## src/rtl/dmem_pkg.sv

```systemverilog
// Shared types and widths for the riscv32s data-memory path.
package dmem_pkg;

  localparam int unsigned ADDR_W_DEF = 10;
  localparam int unsigned DATA_W_DEF = 32;
  localparam int unsigned CNT_W      = 8;

  typedef enum logic [0:0] {OWN_CORE, OWN_DMA} owner_t;

endpackage

```

## src/rtl/arb_counter.sv

```systemverilog
// Saturating up-counter with synchronous clear (clear has priority over increment).
module arb_counter #(
  parameter int unsigned W   = 8,
  parameter int unsigned MAX = 255
) (
  input  logic         clock,
  input  logic         nreset,
  input  logic         clr,
  input  logic         inc,
  output logic [W-1:0] count
);

  always_ff @(posedge clock or negedge nreset) begin
    if (!nreset) begin
      count <= '0;
    end else if (clr) begin
      count <= '0;
    end else if (inc && (count != W'(MAX))) begin
      count <= count + 1'b1;
    end
  end

endmodule

```

## src/rtl/dmem_arbiter.sv

```systemverilog
// Arbitrates the single-port data RAM between the core load/store port and a
// DMA port; DMA gets bounded bursts and a starvation guarantee.
module dmem_arbiter
  import dmem_pkg::*;
#(
  parameter int unsigned ADDR_W       = ADDR_W_DEF,
  parameter int unsigned DATA_W       = DATA_W_DEF,
  parameter int unsigned BURST_MAX    = 8,
  parameter int unsigned STARVE_LIMIT = 16
) (
  input  logic              clock,
  input  logic              nreset,
  input  logic              core_req,
  input  logic              core_we,
  input  logic [ADDR_W-1:0] core_addr,
  input  logic [DATA_W-1:0] core_wdata,
  output logic [DATA_W-1:0] core_rdata,
  output logic              core_stall,
  input  logic              dma_req,
  input  logic              dma_we,
  input  logic [ADDR_W-1:0] dma_addr,
  input  logic [DATA_W-1:0] dma_wdata,
  output logic              dma_gnt,
  output logic              dma_rvalid,
  output logic [DATA_W-1:0] dma_rdata,
  output logic              ram_we,
  output logic [ADDR_W-1:0] ram_addr,
  output logic [DATA_W-1:0] ram_wdata,
  input  logic [DATA_W-1:0] ram_rdata
);

  owner_t           state, state_next;
  logic [CNT_W-1:0] beat_cnt, starve_cnt;
  logic             dma_beat, burst_done, starved;

  assign dma_beat   = (state == OWN_DMA) && dma_req;
  assign burst_done = dma_beat && (beat_cnt == CNT_W'(BURST_MAX - 1));
  assign starved    = dma_req && core_req && (starve_cnt == CNT_W'(STARVE_LIMIT - 1));

  always_ff @(posedge clock or negedge nreset) begin
    if (!nreset) state <= OWN_CORE;
    else         state <= state_next;
  end

  always_comb begin
    state_next = state;
    unique case (state)
      OWN_CORE: if (dma_req && (!core_req || starved)) state_next = OWN_DMA;
      OWN_DMA:  if (!dma_req || burst_done)            state_next = OWN_CORE;
      default:  state_next = OWN_CORE;
    endcase
  end

  // With no DMA beat the core owns the RAM, even in DMA state (no stall then).
  always_comb begin
    dma_gnt    = dma_beat;
    core_stall = dma_beat && core_req;
    if (dma_beat) begin
      ram_we    = dma_we;
      ram_addr  = dma_addr;
      ram_wdata = dma_wdata;
    end else begin
      ram_we    = core_req && core_we;
      ram_addr  = core_req ? core_addr  : '0;
      ram_wdata = core_req ? core_wdata : '0;
    end
  end

  assign core_rdata = ram_rdata;

  arb_counter #(.W(CNT_W), .MAX(BURST_MAX)) u_beat_cnt (
    .clock  (clock),
    .nreset (nreset),
    .clr    (state_next == OWN_CORE),
    .inc    (dma_beat),
    .count  (beat_cnt)
  );

  arb_counter #(.W(CNT_W), .MAX(STARVE_LIMIT - 1)) u_starve_cnt (
    .clock  (clock),
    .nreset (nreset),
    .clr    (!dma_req || (state == OWN_DMA) || (state_next == OWN_DMA)),
    .inc    ((state == OWN_CORE) && dma_req && core_req),
    .count  (starve_cnt)
  );

  always_ff @(posedge clock or negedge nreset) begin
    if (!nreset) begin
      dma_rvalid <= 1'b0;
      dma_rdata  <= '0;
    end else begin
      dma_rvalid <= dma_beat && !dma_we;
      if (dma_beat && !dma_we) dma_rdata <= ram_rdata;
    end
  end

endmodule

```

## config.mk

```make
export PLATFORM = sky130hd
export DESIGN_NAME = dmem_arbiter
export DESIGN_NICKNAME = d
export VERILOG_FILES = /design/src/rtl/dmem_pkg.sv /design/src/rtl/arb_counter.sv /design/src/rtl/dmem_arbiter.sv
export SDC_FILE = /design/constraint.sdc
export NUM_CORES = 1
export LEC_CHECK = 0
export BUFFER_PORTS_ARGS = -buffer_cell sky130_fd_sc_hd__buf_2
export CAP_MARGIN = 20
export CORE_MARGIN = 2
export CORE_UTILIZATION = 36
export DETAILED_ROUTE_END_ITERATION = 10
export GPL_TIMING_DRIVEN = 0
export PLACE_DENSITY = 0.83
export SETUP_SLACK_MARGIN = 0.3
export SLEW_MARGIN = 20
export SYNTH_ARGS = -nofsm -noshare
export SYNTH_HDL_FRONTEND = slang
export SYNTH_SLANG_ARGS = --single-unit
```

## constraint.sdc

```tcl
create_clock -name clock -period 1.76 [get_ports clock]
set_clock_uncertainty 0.05 [all_clocks]
set_input_delay 0.176 -clock clock [delete_from_list [all_inputs] [get_ports clock]]
set_output_delay 0.176 -clock clock [all_outputs]
set_load 0.02 [all_outputs]
```

### Word level (Yosys, flattened, before mapping)

Cells that the tools add are included.

* word-level logic and storage cells: 45
* memories kept: 0
* bits in latches: 0
* register bits: 50
* memory bits (writable): 0
* output and inout port bits: 110
* memory bits (read-only): 0

* $mul: 0
* reduce and logical (&&, ||, !) cells: 20
* div/mod/pow operators: 0
* shifts and indexed selects: 0
* muxes and demuxes: 12
* bitwise gates (word level): 1
* equality and inequality tests: 5
* $lt $le $gt $ge: 0
* add/sub/neg operators: 2

Operator list (number)
* two-way mux 32 bit: 2
* two-way mux 8 bit: 4
* two-way mux 10 bit: 2
* adder 8 x 1 -> 8 bit, second input constant: 2
* inequality test 8 x 4 -> 1 bit, second input constant: 2
* logical AND 1 bit: 12
* equality test 8 x 3 -> 1 bit, second input constant: 1
* equality test 8 x 4 -> 1 bit, second input constant: 1
* logical OR 1 bit: 4
* logical NOT 1 bit: 3
* two-way mux 1 bit: 3
* inequality test 2 x 1 -> 1 bit, second input constant: 1
* one-hot mux 1 bit (2 select lines): 1
* nonzero test 2 bit: 1
* inverter 1 bit: 1

### Longest topological paths before layout

Gate-level depths: netlist of run 1.

* depth in word-level cells: 8
* gate-level depth with buffers: 6

### Modules after synthesis

A second synthesis of run 1 with hierarchy kept.

* cell total of the unflattened synthesis: 350
* area total of the unflattened synthesis: 3209.3 um^2

Modules (own cells, without submodules)
* dmem_arbiter: sequential area each 850.8 um^2, cells each 260, instances 1, area each 2309.7 um^2
* arb_counter (u_beat_cnt): sequential area each 200.2 um^2, cells each 45, instances 1, area each 450.4 um^2
* arb_counter (u_starve_cnt): sequential area each 200.2 um^2, cells each 45, instances 1, area each 449.2 um^2

### Least setup slack after synthesis of run 1

OpenSTA, ideal clock, no wires.

* kind: reg-to-reg
* from: register u_beat_cnt.count[5]
* to: register u_beat_cnt.count[0]
* setup time: 126 ps
* stages on the path, launching flop included: 5
* slack: 76 ps
* path buffers: 0
* data arrival time: 1507 ps
* data required time: 1584 ps
* cells stage by stage: dfrtp_1 -> or4_4 -> o31a_1 -> a21oi_4 -> nor2_1

* longest elaborated chain between the ends: 6

Ends and longest elaborated chain
* start: declaration: RTL line arb_counter.sv:10 `output logic [W-1:0] count`
* start signal: assignment: RTL line arb_counter.sv:19 `count <= count + 1'b1;`
* equality test 8 x 3 -> 1 bit: RTL line dmem_arbiter.sv:37 `assign burst_done = dma_beat && (beat_cnt == CNT_W'(BURST_MAX - 1));`
* logical AND 1 bit: RTL line dmem_arbiter.sv:37
* logical OR 1 bit: RTL line dmem_arbiter.sv:49 `OWN_DMA: if (!dma_req || burst_done) state_next = OWN_CORE;`
* two-way mux 1 bit: RTL line dmem_arbiter.sv:49
* one-hot mux 1 bit (2 select lines): RTL line dmem_arbiter.sv:47 `unique case (state)`
* inequality test 2 x 1 -> 1 bit (no source line) or two-way mux 8 bit (tied branches)

Several ways; a longest one is shown, not always the timed one.
A chain may end at the register's enable or synchronous reset.

### Final worst setup path of run 1

* from: register state
* to: output ram_wdata[18]

* longest elaborated chain between the ends: 2

Ends and longest elaborated chain
* start: declaration: RTL line dmem_arbiter.sv:32 `owner_t state, state_next;`
* start signal: assignment: RTL line dmem_arbiter.sv:42 `else state <= state_next;`
* logical AND 1 bit: RTL line dmem_arbiter.sv:36 `assign dma_beat = (state == OWN_DMA) && dma_req;`
* two-way mux 32 bit: RTL line dmem_arbiter.sv:58 `if (dma_beat) begin`
* end: declaration: RTL line dmem_arbiter.sv:28 `output logic [DATA_W-1:0] ram_wdata,`

No other way between the ends.

==> results of run 1 <==
==> area by class of cell <==
type	instances	area, um^2	share of cell area [%]
multi-input combinational	225	1800	32.6
timing repair buffer	260	1740	31.5
sequential	50	1250	22.7
buffer	52	479	8.68
tap	102	128	2.31
clock buffer	7	96.3	1.75
inverter	5	18.8	0.340
clock inverter	1	8.76	0.159
==> stage by stage <==
stage | instance area (um^2) | util (%) | worst slack [ns] | TNS, ns | hold slack, ns
after floorplan | 3070 | - | 0.129 | 0 | -0.170
after global placement | 4350 | 55.7 | -0.0761 | -0.0803 | 0.372
after detailed placement | 4350 | 55.7 | -0.0970 | -0.151 | 0.379
after CTS | 5180 | 66.4 | -0.0229 | -0.306 | 0.0702
after global routing | 5520 | 70.7 | -0.0887 | -2.26 | 0.0611
final | 5520 | 70.7 | -0.0386 | -0.487 | 0.0796
==> per-layer routing <==
metal / wire length [um] / vias to the layer above
met5: 0 / -
met4: 151 / 0
met3: 751 / 18
met2: 5900 / 128
met1: 4230 / 1618
li1: - / 1596
==> report_power, final <==
group,total (mW),switching (mW),leakage (nW),internal (mW)
clock network,0.724,0.364,0.0544,0.361
logic,1.96,1.03,2.24,0.926
registers,1.49,0.116,0.631,1.38
total,4.17,1.51,2.92,2.66
==> sequential cells by signal, indices dropped and copies added, names as in the netlist <==
| register | cells |
|---|---|
| dma_rdata | 32 |
| dma_rvalid | 1 |
| state | 1 |
| u_beat_cnt.count | 8 |
| u_starve_cnt.count | 8 |
==> layout by cell type (no fill, tap or decap), types with 2 or more instances in the layout <==
master / synthesis / layout
nand2_1: 92 / 74
buf_2: 4 / 187
clkbuf_16: 0 / 3
nor2_4: 0 / 8
nand2_2: 0 / 10
o21ai_0: 44 / 2
buf_12: 0 / 4
nor2_2: 0 / 3
clkbuf_8: 1 / 9
nand4_1: 4 / 4
dfrtp_1: 50 / 50
nand2b_4: 0 / 2
buf_16: 0 / 3
mux2_2: 32 / 14
xor2_1: 7 / 7
o21ai_2: 0 / 24
buf_6: 1 / 34
a21oi_4: 1 / 2
buf_4: 32 / 68
clkbuf_1: 14 / 4
o21ai_1: 0 / 8
nor2_1: 17 / 6
ha_1: 3 / 2
xnor2_1: 5 / 5
o21ai_4: 0 / 10
inv_1: 5 / 5
and3_1: 2 / 2
nand2_4: 0 / 8
mux2_4: 0 / 18
buf_8: 0 / 4
nand3_1: 3 / 3
==> kinds of logic after synthesis <==
group	synth area share, %
xor gates and xnor gates	3.59
and+or+nand+nor	18.0
muxes	12.6
buffers and inverters	12.2
adders and majority gates	1.28
AOI/OAI and AO/OA	9.61
DFF	42.7
==> critical path, stage by stage, from the launching register on <==
cell and delay [ns]:
dfrtp_1 0.39, and2_4 0.17, clkbuf_16 0.16, buf_8 0.13, clkbuf_16 0.16, nand2_4 0.07, o21ai_4 0.06, buf_6 0.14
==> how the worst min path moves through the flow <==
stage               slack (ns)            end  depth (start not counted)
finish                    0.08  dma_rdata[12]                          2
global route              0.06  dma_rdata[12]                          2
CTS                       0.07  dma_rdata[31]                          1
detailed placement        0.38  dma_rdata[13]                          2
global placement          0.37  dma_rdata[28]                          2
floorplan                -0.17   dma_rdata[0]                          0
==> timing repair <==
item	4_1_cts	5_1_grt
hold endpoints to repair	0	50
hold buffers	0	1
endpoints found under the setup margin	90	92
gates resized for setup	130	71
buffers inserted	15	8
pin swaps	17	13
cloned	7	0
==> metrics, run 1 <==
status complete, but fails checks; failing checks negative setup slack; Mapped Nets 456; global-route wire length before repair 16,100 um; met1 usage in global routing 26.0%; Synth area leaders dfrtp_1 (43%), mux2_2 (12%), nand2_1 (12%); Gate Count Post-Synth 331; crit path kind reg -> out; largest net degree at the start of global routing 51; slew margin rel. 58.4%; Final WS setup -0.0386 ns; Area growth syn-to-layout 88.4%; Tmin final 1.80 ns; worst hold path type in -> reg; Setup crit end kind output pin; reg2reg end u_beat_cnt.count[0]; Worst Min Path Start ram_rdata[12]; clock latency on the worst-skew pair around 0.29 ns; Crit Path Max Fanout 7; VDD IR max 0.554 mV; Core ar. about 0.0078 mm^2; row cnt 32; Hold Violations, Final 0; Starting Density 37.5%; layout cells sized above 1 between 70% and 80%; Max-Cap Viols 0; Worst-path clk slew 0.09 ns; antenna diode count 0; Power, Total about 4.2 mW; worst setup path end ram_wdata[18]; met2 Use GR 42.3%; met3 Usage GRT under 10%; worst setup path start state; Pre-antenna DRT Iters 4; R2R Setup Slk 0 ns; crit start category flip-flop; PortBufs 230; clk buf depth 2; Synth area leader dfrtp_1; Final period util 102%; CP Data Required Time 1.53 ns; vias in the first global route ~3,400; Avg Inst Size Synth 8.85 um^2; post-DP HPWL roughly 7700 um; unrepaired setup endpoints after global routing true; post-synth cell types 30; num ports 232; antenna violations before repair 0; gr usage total 22.9%; pwr dens 756 mW/mm^2; Commonest cells post-synth nand2_1 (92), dfrtp_1 (50), o21ai_0 (44), buf_4 (32), mux2_2 (32); synth warn 0; overall routed net length 11,000 um; GRT overflow 0; routed vias 3,360; fin nets 724; clock tree root buffer cell clkbuf_8; Reg2Reg Depth 4; Slew @ Worst Pin approximately 0.62 ns; placed cells 663; vias per cell 4.79; DRC 0; Die Ht 94.2 um; mapped cell area 0.00293 mm^2; LEAKAGE 2.92 nW; GRT Max-Usage Layer met2; Yosys reg bits 50; Final Setup Violations 24; top-count cell post-synth nand2_1; filler cell count 604; DR iter-0 viols 131; Async SR Flop Fraction 100%; DRT antenna net count 0; Post-synth EDFFs 0; CTS tree built; Main synth FF type dfrtp_1; H-Tree Depth 2; die footprint 0.00888 mm^2; DR WL/cell between 15 and 20 um; Max Slew Vio Count 0; Layout Cells excl Fill 702; TritonCTS buffer count 5; r2r startpoint u_beat_cnt.count[7]; Die X roughly 94 um; # clock sinks 50; top-area cell type share of the netlist area 42.7%; Max Freq 556 MHz; post-synthesis sequential area ratio between 40% and 50%; Worst EP arrival about 1.6 ns; GP Congestion 0.895
(Power assumes the default switching activity.)
==> run 2, diff against run 1 <==
--- a/config.mk
+++ b/config.mk
@@ -8,10 +8,11 @@
 export BUFFER_PORTS_ARGS = -buffer_cell sky130_fd_sc_hd__buf_2
 export CAP_MARGIN = 20
 export CORE_MARGIN = 2
-export CORE_UTILIZATION = 36
+export CORE_UTILIZATION = 37
+export CTS_BUF_LIST = sky130_fd_sc_hd__clkbuf_8
 export DETAILED_ROUTE_END_ITERATION = 10
 export GPL_TIMING_DRIVEN = 0
-export PLACE_DENSITY = 0.83
+export PLACE_DENSITY = 0.85
 export SETUP_SLACK_MARGIN = 0.3
 export SLEW_MARGIN = 20
 export SYNTH_ARGS = -nofsm -noshare
==> run 2 against run 1 <==
  * First-iteration DRC count fell by 15%
  * Via count barely moved
  * The run still ends with negative setup slack left
  * Non-clock buffer count fell by 16
  * Die area fell by 2.6%
  * Flip-flop and latch count did not move
  * Sequential power barely moved
  * Routed wire length fell by 2.4%
  * Final area fell by 5.2%
  * Global-route usage fell by 0.35 points
  * Count of clock-buffer cells in the layout fell by 2
  * Critical path depth did not move
  * Core utilization fell by 2.6 points
==> metrics, run 2 (synthesis gave the netlist of run 1 again) <==
status complete, but fails checks; failing checks negative setup slack; CP delay by family, top buffers and inverters; R2R Setup Slk 0 ns; Setup crit end kind output pin; overall routed net length 10,800 um; Comb power frac a little under half; crit path cell chain and2_4 -> clkbuf_16 -> buf_12 -> clkbuf_16 -> nand2_4 -> o21ai_4 -> buf_6; fin nets 708; sw frac 37.9%; Max Slew Vio Count 0; crit path kind reg -> out; antenna violations before repair 0; vias in the first global route 3,286; Hold Violations, Final 0; # clock sinks 50; Final period util 104%; reg2reg end u_beat_cnt.count[7]; Max Freq 547 MHz; pre-CTS setup slack -0.0923 ns; top flop regs dma_rdata: 32 flops, u_beat_cnt.count: 8 flops, u_starve_cnt.count: 8 flops; clk buf depth 2; Area growth syn-to-layout 78.6%; Worst-path clk slew around 0.10 ns; most frequent cells in the layout buf_2 (187), nand2_1 (70), buf_4 (63); Crit path largest cell delay 0.40 ns; GRT overflow 0; Die X 93.0 um; CP Data Required Time 1.53 ns; DR iter-0 viols 112; clock share of power between 15 and 20%; DRT antenna net count 0; commonest non-fill, non-tap cell in the layout buf_2; die footprint 0.00865 mm^2; largest reg by FF count dma_rdata; max reg flops 32; routed vias 3,359; crit start category flip-flop; DRC 0; WP buf/inv 4; layout cells sized above 1 70.2%; Reg2Reg Depth 4; Slowest-stage cell, CP dfrtp_1; H-Tree Depth 2; Flop pwr share 37.1%; post-DP HPWL 7330 um; GP Congestion 0.874; LEAKAGE 2.73 nW; Worst EP arrival 1.60 ns; num ports 232; most frequent CP cell clkbuf_16; Int Pwr 2.47 mW; largest net degree at the start of global routing 51; Die Ht approximately 93 um; clock tree root buffer cell clkbuf_8; worst hold path type in -> reg; Slew @ Worst Pin 0.625 ns; Layout Cells excl Fill 686; Final WS setup -0.0683 ns; placed cells roughly 660; Hold Path Stages 2; vias per cell 4.90; Worst Min Path Start ram_rdata[8]; final instance area 0.00523 mm^2; Crit Path Max Fanout 6; row cnt 32; Crit. path cell count 7; Final Setup Violations 32; Power, Total 3.98 mW; r2r startpoint u_beat_cnt.count[4]; unrepaired setup endpoints after global routing true; Switching Power 1.51 mW; pwr dens between 700 and 800 mW/mm^2; gr usage total between 20% and 30%; hold_ws 0.0661 ns; antenna diode count 0; Tmin final 1.83 ns; Pre-antenna DRT Iters 4; PortBufs between 200 and 250; TritonCTS buffer count 5; placed cell area approximately 0.0043 mm^2; Core ar. roughly 0.0077 mm^2; Max-Cap Viols 0; CTS tree built; VDD IR max ~0.5 mV; global-route wire length before repair 15,500 um; slew margin rel. 58.3%; Starting Density 38.1%; hold endpoint dma_rdata[8]; DR WL/cell around 16 um; clock latency on the worst-skew pair 0.30 ns
## run 2: power by group through the flow
stage	logic [mW]	clock network, mW	registers (mW)
6_report	1.83	0.675	1.48
5_1_grt	1.93	0.756	1.50
4_1_cts	1.76	0.705	1.48
3_5_place_dp	1.56	0	1.51
3_3_place_gp	1.52	0	1.49
2_1_floorplan	0.656	0	1.78
## run 2: layout make-up
| class | instances | area (um^2) |
|---|---|---|
| fill | 577 | 2450 |
| multi-input combinational | 225 | 1760 |
| timing repair buffer | 244 | 1500 |
| sequential | 50 | 1250 |
| buffer | 52 | 478 |
| tap | 102 | 128 |
| clock buffer | 5 | 68.8 |
| clock inverter | 3 | 23.8 |
| inverter | 5 | 18.8 |
## run 2: routing by layer
metal | part of all wire, % | track usage (%) | wire length [um]
met1 | 36 | 26.1 | 3880
met2 | 56 | 41.1 | 6000
met3 | 4.9 | 4.11 | 523
met4 | 3.4 | 9.07 | 364
met5 | 0 | 0 | 0
## run 2: stage by stage
stage	TNS, ns	utilization (%)
detailed placement	-0.232	56.6
floorplan	0	-
CTS	-0.845	64.7
finish	-1.16	68.1
global route	-2.56	68.1
global placement	-0.0574	56.6
## run 2: worst reg2reg max path, cell delays in order, from the launching register on
cell     delay, ns
dfrtp_1       0.39
or4_4         0.57
o31a_1        0.34
a21oi_4       0.23
nor2_1        0.07
## run 2: timing repair
item,CTS,global route
pin swaps,26,12
buffers inserted,6,4
hold buffers,0,1
setup endpoints to repair,93,90
hold endpoints to repair,0,50
resized for setup,123,54
cloned,4,0
## run 2: worst max path at each step
stage | slack (ns) | from | to
2_1_floorplan | 0.13 | u_beat_cnt.count[4] | u_beat_cnt.count[2]
3_5_place_dp | -0.09 | state | ram_wdata[23]
3_3_place_gp | -0.03 | state | ram_wdata[23]
4_1_cts | -0.05 | state | ram_wdata[25]
6_report | -0.07 | state | ram_wdata[21]
5_1_grt | -0.13 | state | ram_we
